<file path="src/rtl/legv8_pkg.sv">
// Shared LEGv8 types and widths for the unified instruction/data memory arbiter.
package legv8_pkg;

  localparam int WORD      = 64;
  localparam int INST_SIZE = 32;

  typedef enum logic [1:0] {
    IDLE  = 2'd0,
    ISSUE = 2'd1,
    WAIT  = 2'd2,
    RESP  = 2'd3
  } arb_state_e;

  typedef enum logic {
    REQ_DATA = 1'b0,
    REQ_INST = 1'b1
  } req_id_e;

endpackage

</file>
<file path="src/rtl/unified_mem_arbiter_prio.sv">
// Grant choice between fetch and load/store, with a bounded data-streak counter
// so that a pending fetch cannot be starved by back-to-back data accesses.
module arb_priority
  import legv8_pkg::*;
#(
  parameter int MAX_DATA_STREAK = 4
) (
  input  logic    clk_i,
  input  logic    rst_ni,
  input  logic    inst_req_i,
  input  logic    data_req_i,
  input  logic    grant_en_i,
  output req_id_e grant_id_o
);

  localparam int SW = $clog2(MAX_DATA_STREAK + 1);

  logic [SW-1:0] streak_q, streak_d;

  always_comb begin
    grant_id_o = REQ_DATA;
    if (inst_req_i && (!data_req_i || streak_q == SW'(MAX_DATA_STREAK)))
      grant_id_o = REQ_INST;

    streak_d = streak_q;
    if (grant_en_i) begin
      // Only data grants that overtake a waiting fetch count toward the streak.
      if (grant_id_o == REQ_INST || !inst_req_i)
        streak_d = '0;
      else if (streak_q != SW'(MAX_DATA_STREAK))
        streak_d = streak_q + 1'b1;
    end
  end

  always_ff @(posedge clk_i) begin
    if (!rst_ni) streak_q <= '0;
    else         streak_q <= streak_d;
  end

endmodule

</file>
<file path="src/rtl/unified_mem_arbiter.sv">
// Single-port unified memory arbiter: serialises IF fetches and MEM loads/stores
// onto a fixed-latency backend, one access per MEM_LAT+3 cycles.
module unified_mem_arbiter
  import legv8_pkg::*;
#(
  parameter int ADDR_W          = WORD,
  parameter int DATA_W          = WORD,
  parameter int INST_W          = INST_SIZE,
  parameter int MEM_LAT         = 2,
  parameter int MAX_DATA_STREAK = 4
) (
  input  logic              clk,
  input  logic              rst_n,
  input  logic              inst_req,
  input  logic [ADDR_W-1:0] inst_addr,
  output logic              inst_ack,
  output logic [INST_W-1:0] inst_rdata,
  input  logic              data_req,
  input  logic              data_we,
  input  logic [ADDR_W-1:0] data_addr,
  input  logic [DATA_W-1:0] data_wdata,
  output logic              data_ack,
  output logic [DATA_W-1:0] data_rdata,
  output logic              if_stall,
  output logic              mem_stall,
  output logic              mem_en,
  output logic              mem_we,
  output logic [ADDR_W-1:0] mem_addr,
  output logic [DATA_W-1:0] mem_wdata,
  input  logic [DATA_W-1:0] mem_rdata,
  output logic              busy
);

  localparam int LW = (MEM_LAT > 1) ? $clog2(MEM_LAT) : 1;

  arb_state_e        state_q, state_d;
  req_id_e           id_q, id_d, grant_id;
  logic [LW-1:0]     lat_q, lat_d;
  logic              we_q, we_d;
  logic [ADDR_W-1:0] addr_q, addr_d;
  logic [DATA_W-1:0] wdata_q, wdata_d;
  logic              iack_q, iack_d, dack_q, dack_d;
  logic [INST_W-1:0] irdata_q, irdata_d;
  logic [DATA_W-1:0] drdata_q, drdata_d;
  logic              grant_en;
  logic              unused_addr_bits;

  assign grant_en         = (state_q == IDLE) && (inst_req || data_req);
  assign unused_addr_bits = ^addr_q[1:0];

  arb_priority #(
    .MAX_DATA_STREAK(MAX_DATA_STREAK)
  ) u_prio (
    .clk_i     (clk),
    .rst_ni    (rst_n),
    .inst_req_i(inst_req),
    .data_req_i(data_req),
    .grant_en_i(grant_en),
    .grant_id_o(grant_id)
  );

  always_comb begin
    state_d  = state_q;
    id_d     = id_q;
    lat_d    = lat_q;
    we_d     = we_q;
    addr_d   = addr_q;
    wdata_d  = wdata_q;
    iack_d   = 1'b0;
    dack_d   = 1'b0;
    irdata_d = irdata_q;
    drdata_d = drdata_q;
    unique case (state_q)
      IDLE: begin
        if (grant_en) begin
          id_d    = grant_id;
          state_d = ISSUE;
          if (grant_id == REQ_INST) begin
            we_d   = 1'b0;
            addr_d = inst_addr;
          end else begin
            we_d    = data_we;
            addr_d  = data_addr;
            wdata_d = data_wdata;
          end
        end
      end
      ISSUE: begin
        lat_d   = '0;
        state_d = WAIT;
      end
      WAIT: begin
        // Last WAIT cycle is exactly MEM_LAT cycles after the mem_en strobe.
        if (lat_q == LW'(MEM_LAT - 1)) begin
          state_d = RESP;
          if (id_q == REQ_INST) begin
            iack_d   = 1'b1;
            irdata_d = addr_q[2] ? mem_rdata[INST_W +: INST_W] : mem_rdata[INST_W-1:0];
          end else begin
            dack_d = 1'b1;
            if (!we_q) drdata_d = mem_rdata;
          end
        end else begin
          lat_d = lat_q + 1'b1;
        end
      end
      RESP:    state_d = IDLE;
      default: state_d = IDLE;
    endcase
  end

  always_ff @(posedge clk) begin
    if (!rst_n) begin
      state_q  <= IDLE;
      id_q     <= REQ_DATA;
      lat_q    <= '0;
      iack_q   <= 1'b0;
      dack_q   <= 1'b0;
      irdata_q <= '0;
      drdata_q <= '0;
    end else begin
      state_q  <= state_d;
      id_q     <= id_d;
      lat_q    <= lat_d;
      iack_q   <= iack_d;
      dack_q   <= dack_d;
      irdata_q <= irdata_d;
      drdata_q <= drdata_d;
    end
  end

  always_ff @(posedge clk) begin
    we_q    <= we_d;
    addr_q  <= addr_d;
    wdata_q <= wdata_d;
  end

  assign mem_en     = (state_q == ISSUE);
  assign mem_we     = mem_en & we_q;
  assign mem_addr   = mem_en ? {addr_q[ADDR_W-1:3], 3'b000} : '0;
  assign mem_wdata  = mem_en ? wdata_q : '0;
  assign busy       = (state_q != IDLE);
  assign inst_ack   = iack_q;
  assign data_ack   = dack_q;
  assign inst_rdata = irdata_q;
  assign data_rdata = drdata_q;
  assign if_stall   = inst_req & ~iack_q;
  assign mem_stall  = data_req & ~dack_q;

endmodule
</file>
<file path="config.mk">
export PLATFORM = sky130hd
export DESIGN_NAME = unified_mem_arbiter
export DESIGN_NICKNAME = d
export VERILOG_FILES = /design/src/rtl/legv8_pkg.sv /design/src/rtl/unified_mem_arbiter_prio.sv /design/src/rtl/unified_mem_arbiter.sv
export SDC_FILE = /design/constraint.sdc
export NUM_CORES = 1
export LEC_CHECK = 0
export CORE_AREA = 5 5 187 189
export CTS_CLUSTER_DIAMETER = 120
export DETAILED_ROUTE_END_ITERATION = 8
export DIE_AREA = 0 0 192 194
export PLACE_DENSITY = 0.61
export SLEW_MARGIN = 15
export SYNTH_ARGS = -nofsm -noshare
export SYNTH_HDL_FRONTEND = slang
export SYNTH_SLANG_ARGS = --single-unit
export TNS_END_PERCENT = 100
</file>
<file path="constraint.sdc">
create_clock -name clk -period 6.1 [get_ports clk]
set_input_delay 1.22 -clock clk [delete_from_list [all_inputs] [get_ports clk]]
set_output_delay 1.22 -clock clk [all_outputs]
set_load 0.02 [all_outputs]
</file>
Word level (Yosys, flattened, before mapping)
Index checks and enable logic that the tools add are counted.

word-level totals
  register bits = 234
  bits of input ports = 261
  output and inout bits = 231
  logic and storage cells = 60

operators by class
  $add $sub $neg = 2
  equality and inequality tests = 7
  mux-type cells = 14
  bitwise logic cells = 8
  reductions and logical operators = 18

operator list
  operator                                              number
  2-to-1 mux 64 bit                                     3
  2-to-1 mux 32 bit                                     1
  AND reduction 3 bit                                   3
  one-hot mux 2 bit (4 select lines)                    1
  2-to-1 mux 3 bit                                      2
  AND reduction 2 bit                                   3
  nonzero test 2 bit                                    3
  NOT 1 bit                                             5
  equality test 2 bit (second input constant)           2
  2-to-1 mux 1 bit                                      4
  2-to-1 mux 2 bit                                      2
  inequality test 2 bit (second input constant)         2
  AND reduction 4 bit                                   1
  adder 3 x 1 -> 3 bit (second input constant)          1
  AND 1 bit                                             3
  equality test 3 bit (second input constant)           1
  logical OR 1 bit                                      3
  inequality test 3 bit (second input constant)         1
  equality test 2 x 1 -> 1 bit (second input constant)  1
  logical AND 1 bit                                     2
  zero test 1 bit                                       2
  zero test 2 bit                                       1
  one-hot mux 1 bit (2 select lines)                    1
  adder 1 bit (second input constant)                   1

Logic depth before layout (Yosys ltp)
  depth in word-level cells = 7
  gate-level depth with buffers = 8
  mapped depth without buffers = 6

By module
From an unflattened synthesis, not the netlist that was laid out.

unflattened totals
  cell total of the unflattened synthesis = 815
  area total of the unflattened synthesis = 10,048.4 µm²

by module, submodules not included
  module               times used  cells an instance  area each (µm²)  sequential area each (µm²)
  unified_mem_arbiter  1           796                9,883.2          5,855.6
  arb_priority         1           19                 165.2            60.1

Worst setup path after synthesis
No wires, ideal clock.

  path kind = in2reg
  start point = in inst_req
  end point = reg wdata_q[0], enable pin
  setup time = 0.429 ns
  arrival time = 4.398 ns
  required time = 5.671 ns
  setup slack = 1.273 ns
  stages = 3
  path buffers = 0
  cells stage by stage = o21ai_0 > inv_1 > and2_1

between the ends
  cells in the longest elaborated chain, start to end = 4
  elaborated cells between the ends (all ways) = 6
  classes of those cells = mux: 1; bitwise: 1; reduce/logical: 4

ends and longest elaborated chain
  element                                   RTL line                        text
  start, declared                           unified_mem_arbiter.sv:14       input logic inst_req,
  logical AND 1 bit                         unified_mem_arbiter_prio.sv:22  if (inst_req_i && (!data_req_i || streak_q == SW'(MAX_DATA_STREAK)))
  2-to-1 mux 1 bit                          unified_mem_arbiter_prio.sv:22
  NOT 1 bit (no source line)                n/a
  AND reduction 3 bit (no source line) (*)  n/a
  end signal, assigned                      unified_mem_arbiter.sv:135      wdata_q <= wdata_d;
  end, declared                             unified_mem_arbiter.sv:41       logic [DATA_W-1:0] wdata_q, wdata_d;

Mark *: on every way between the ends. The rest lies on a longest branch, timed or not.
A chain may end at the register's enable or synchronous reset.

Worst setup path in the final report
  start point = reg state_q[1]
  end point = out mem_addr[5]

between the ends
  cells in the longest elaborated chain, start to end = 2

ends and longest elaborated chain
  element                       RTL line                    text
  start, declared               unified_mem_arbiter.sv:36   arb_state_e state_q, state_d;
  start signal, assigned        unified_mem_arbiter.sv:122  state_q <= state_d;
  equality test 2 x 1 -> 1 bit  unified_mem_arbiter.sv:138  assign mem_en = (state_q == ISSUE);
  2-to-1 mux 64 bit             unified_mem_arbiter.sv:140  assign mem_addr = mem_en ? {addr_q[ADDR_W-1:3], 3'b000} : '0;
  end, declared                 unified_mem_arbiter.sv:28   output logic [ADDR_W-1:0] mem_addr,

No other way between the ends.

==> results.txt <==
- For the worst setup path, the data arrival time is roughly 3000 ps.
- Max-cap violations in this run came to 0.
* Maximum clock rate: between 200 and 250 MHz
- Grt met3 use: 9.97%
* CTS clock-pin slew for the worst setup and hold paths: 60 ps
- Across the whole layout, storage elements account for about 6000 um2.
- After detailed routing, the number of vias per cell comes to 4.49.
- Width of the chip: around 190 um
* Clock period minus final worst setup slack: between 4000 and 5000 ps
- Top FF cell, synth: sky130_fd_sc_hd__edfxtp_1
* Internal power consumption: 0.00361 W
* Routability Congestion: 0.761
* Final Instance Count excl. Fillers: 1,748
* Kind of critical path: flop to output port
- Post-detailed-routing wire length: between 30 and 40 mm
- The number of pins with negative max-slew slack in the final report came to 0.
* Capturing element type of the critical path: output port
- Slew of the pin with the lowest slew margin: 1000 ps
- Maximum number of pins on one net before global-route repair: 93
* CTS-repair resized insts: 0
* Remaining routing DRC violations: 0
- Met2 demand-to-capacity share in global routing: approximately a third
- Yosys attributes the largest share of cell area to sky130_fd_sc_hd__edfxtp_1, sky130_fd_sc_hd__dfxtp_1, sky130_fd_sc_hd__and2_1.
- The number of hold violations in the final report was 0.
- In this run, placement finished with an instance count of 1,696.
- In this run the worst path has a maximum fanout of 79.
- IR drop worst, VDD: roughly 180 uV
- TritonCTS created 28 clock buffers.
- The initial antenna violation count came to 4.
* Element type at the critical path start: flop
- The die covers between 30,000 and 40,000 um2.
- Synth Area in Adders: 0.628%
- From bottom edge to top edge, the die measures 194 um.
* Cell row count: 67
- Summed over all nets, the half-perimeter wirelength after detailed placement is 26.1 mm.
- Hold repair after CTS inserted 0 buffers.
- Most frequent cell after synthesis: sky130_fd_sc_hd__and2_1
* Buffer cell driving the clock tree root: sky130_fd_sc_hd__clkbuf_16
- Dominant combinational cell family by area after synthesis: simple AND/OR/NAND/NOR gates
* Simple-gate portion of the synthesized area: 16.0%
- Synthesized cell area: approximately 10000 um2
- Global-route usage over all layers: around 17%
- DR iter-0 viols: 308
- TritonCTS built the clock tree.
* Net load switching power: 0.00162 W
- Gate power share: between 30% and 40%
- Setup tns final: 0 ps
- The min-delay analysis places its worst path in the category flop to flop.
- Yosys cell types: 34
- For this run, global-route usage on met1 was measured as between 10% and 20%.
- For this design the ratio of total power to cell area is approximately 330 nW/um2.
* Post-CTS setup repair buffer count: 0
* Synthesized-area fraction occupied by xor and xnor cells: 0.0879%
- Skew-Pair Late Insertion Delay: between 500 and 600 ps
- The first global-routing pass estimated ~50 mm of wire.
- slightly below 500 I/O pins were placed.
* Biggest area consumer among synthesized cells: sky130_fd_sc_hd__edfxtp_1
* Post-synth ARST share: 0%
- The via count of the first global-routing pass came to 8,021.
- The analysis attributes to cell leakage a power of between 6 and 7 nW.
- Initial Utilization: a little under a third
* Sw Ratio: 31.0%
- Residual antenna-violating net count after detailed routing: 0
* Final worst-path setup slack: about 1900 ps
* Share of the synthesized area in the top cell type: 38.3%
* Maximum count of clock buffers along a single path: 3
- CTS built an H-tree with a depth of 1.
* Setup repair after global routing missed its margin: no
- Data required, critical path: 4880 ps
- For the final database, setup skew stands at between 15 and 20 ps.
- Synth-to-Final Area Change: 59.5%
- Dividing the final minimum period by the clock period gives between 60% and 70%.
- Global routing finished with a remaining overflow of 0.
- Number of sinks handled by clock tree synthesis: 232
* Flop pwr share: 38.4%
* Total of buffers placed on input and output ports: 484
- The pre-antenna-repair detailed-routing pass consisted of 4 iterations.
- Number of synthesized flops with an enable pin: 127
- The flow ran to the end, and the final reports show no timing, DRC or antenna violations.
- Cells fill between 40% and 50% of the core in the end.
- Post-synthesis compound-gate area fraction: 7.18%
- The core region is about 33,000 um2.
- Synthesis produced a netlist whose cell count is 821.
* Count of synthesis-stage warnings from yosys: 0
* Busiest layer in global routing: met2
- Counting the fill cells in the layout gives between 3,000 and 4,000.
- A synthesized cell averages 12.1 um2.
* Total via count in the routed design: just under 8,000
- Fraction of power consumed by the clock network: between 20 and 30%
- In this run, synthesis produced a sequential element count of ~230.
- Setup violations remaining at the end of the flow were counted as 0.
- Commonest cells post-synth: sky130_fd_sc_hd__and2_1, sky130_fd_sc_hd__edfxtp_1, sky130_fd_sc_hd__dfxtp_1, sky130_fd_sc_hd__nand2_1
- Worst Hold Margin: 453 ps
* Sequential fraction of the synthesis area: 59.4%
- Layout cell share with drive strength beyond 1: approximately a tenth
- At the placement stage, the worst setup path has a slack of roughly 1900 ps.
* Post-DR wirelength/cell: 20.0 um
- Multiplexer cells account for between 10% and 20% of the synthesized area.
- Headroom to the max-slew limit came out at roughly 33%.
- Area of combinational cells with multiple inputs: roughly 3600 um2
* Net count reported at finish: 1,544
-- state kept, by name, indices dropped and copies added, names as in the netlist --
signal           count
data_ack             1
id_q                 1
lat_q                1
wdata_q             64
u_prio.streak_q      3
we_q                 1
data_rdata          64
addr_q              62
inst_rdata          32
inst_ack             1
state_q              2
-- final cells by class --
type / count / share of cell area (%)
multi-input cells: 516 / 22.8
inverters: 7 / 0.165
clock inverters: 14 / 0.551
well taps: 448 / 3.53
diodes: 2 / 0.0315
clock buffers: 36 / 4.81
repair buffers: 493 / 30.9
flip-flops and latches: 232 / 37.2
-- logic make-up after synthesis --
logic type	count (synthesis)
muxes	96
and+or+nand+nor	306
adders and majority gates	5
other	1
DFF	232
xor gates and xnor gates	1
AOI/OAI and AO/OA	105
buffers and inverters	75
-- final timing paths --
path	startpoint	cells past startpoint	slack [ps]	to
max	state_q[1]$_SDFFE_PN0P_	5	1880	mem_addr[5]
min	data_rdata[51]$_SDFFE_PN0P_	2	450	data_rdata[51]$_SDFFE_PN0P_
max reg2reg	u_prio.streak_q[0]$_SDFFE_PN0P_	6	3170	wdata_q[1]$_DFFE_PP_
min reg2reg	data_rdata[51]$_SDFFE_PN0P_	2	450	data_rdata[51]$_SDFFE_PN0P_
-- power by group through the flow --
stage                     registers (W)  clock network (W)  logic (W)
after floorplan                 0.00203                  0   0.000853
after global placement          0.00204                  0    0.00171
after detailed placement        0.00205                  0    0.00172
after CTS                       0.00201            0.00159    0.00172
after global routing            0.00203            0.00166    0.00179
final                           0.00201            0.00153    0.00168
-- routing by layer --
layer / wire length (um) / up-vias / part of all wire, %
met5: 42 / - / 0.12
met4: 497 / 6 / 1.4
met3: 4880 / 44 / 14
met2: 17500 / 349 / 50
met1: 12000 / 3667 / 34
li1: - / 3777 / -
-- per-stage QoR --
| step | area, um2 | power (W) |
|---|---|---|
| 2_1_floorplan | 9970 | 0.00289 |
| 4_1_cts | 15900 | 0.00532 |
| 3_3_place_gp | 15000 | 0.00374 |
| 6_report | 15900 | 0.00523 |
| 5_1_grt | 15900 | 0.00547 |
| 3_5_place_dp | 15000 | 0.00376 |
-- cell usage in the layout, fill, tap and decap left out, drive strengths merged --
cell type / netlist / final
a21oi: 2 / 2
o211a: 32 / 32
and2: 130 / 130
buf: 41 / 10
nand3: 65 / 65
mux2i: 34 / 34
conb: 1 / 3
ha: 5 / 5
a21boi: 1 / 1
and3: 1 / 1
nand2b: 1 / 1
dfxtp: 105 / 105
clkbuf: 27 / 36
clkinvlp: 0 / 2
o32a: 1 / 1
o21ai: 66 / 66
inv: 7 / 7
mux2: 62 / 62
diode: 0 / 2
and4bb: 1 / 1
clkinv: 0 / 12
nor2b: 3 / 3
a22oi: 1 / 1
clkdlybuf4s50: 0 / 483
nand2: 103 / 103
edfxtp: 127 / 127
o221a: 1 / 1
and4b: 1 / 1
xor2: 1 / 1
nor2: 1 / 1
o211ai: 1 / 1
-- critical path, cell delays in order (launching register included) --
cell and delay [ps]:
sky130_fd_sc_hd__dfxtp_1 330, sky130_fd_sc_hd__inv_1 120, sky130_fd_sc_hd__ha_4 590, sky130_fd_sc_hd__buf_4 470, sky130_fd_sc_hd__and2_1 200, sky130_fd_sc_hd__clkdlybuf4s50_1 680
(Power assumes the default switching activity.)
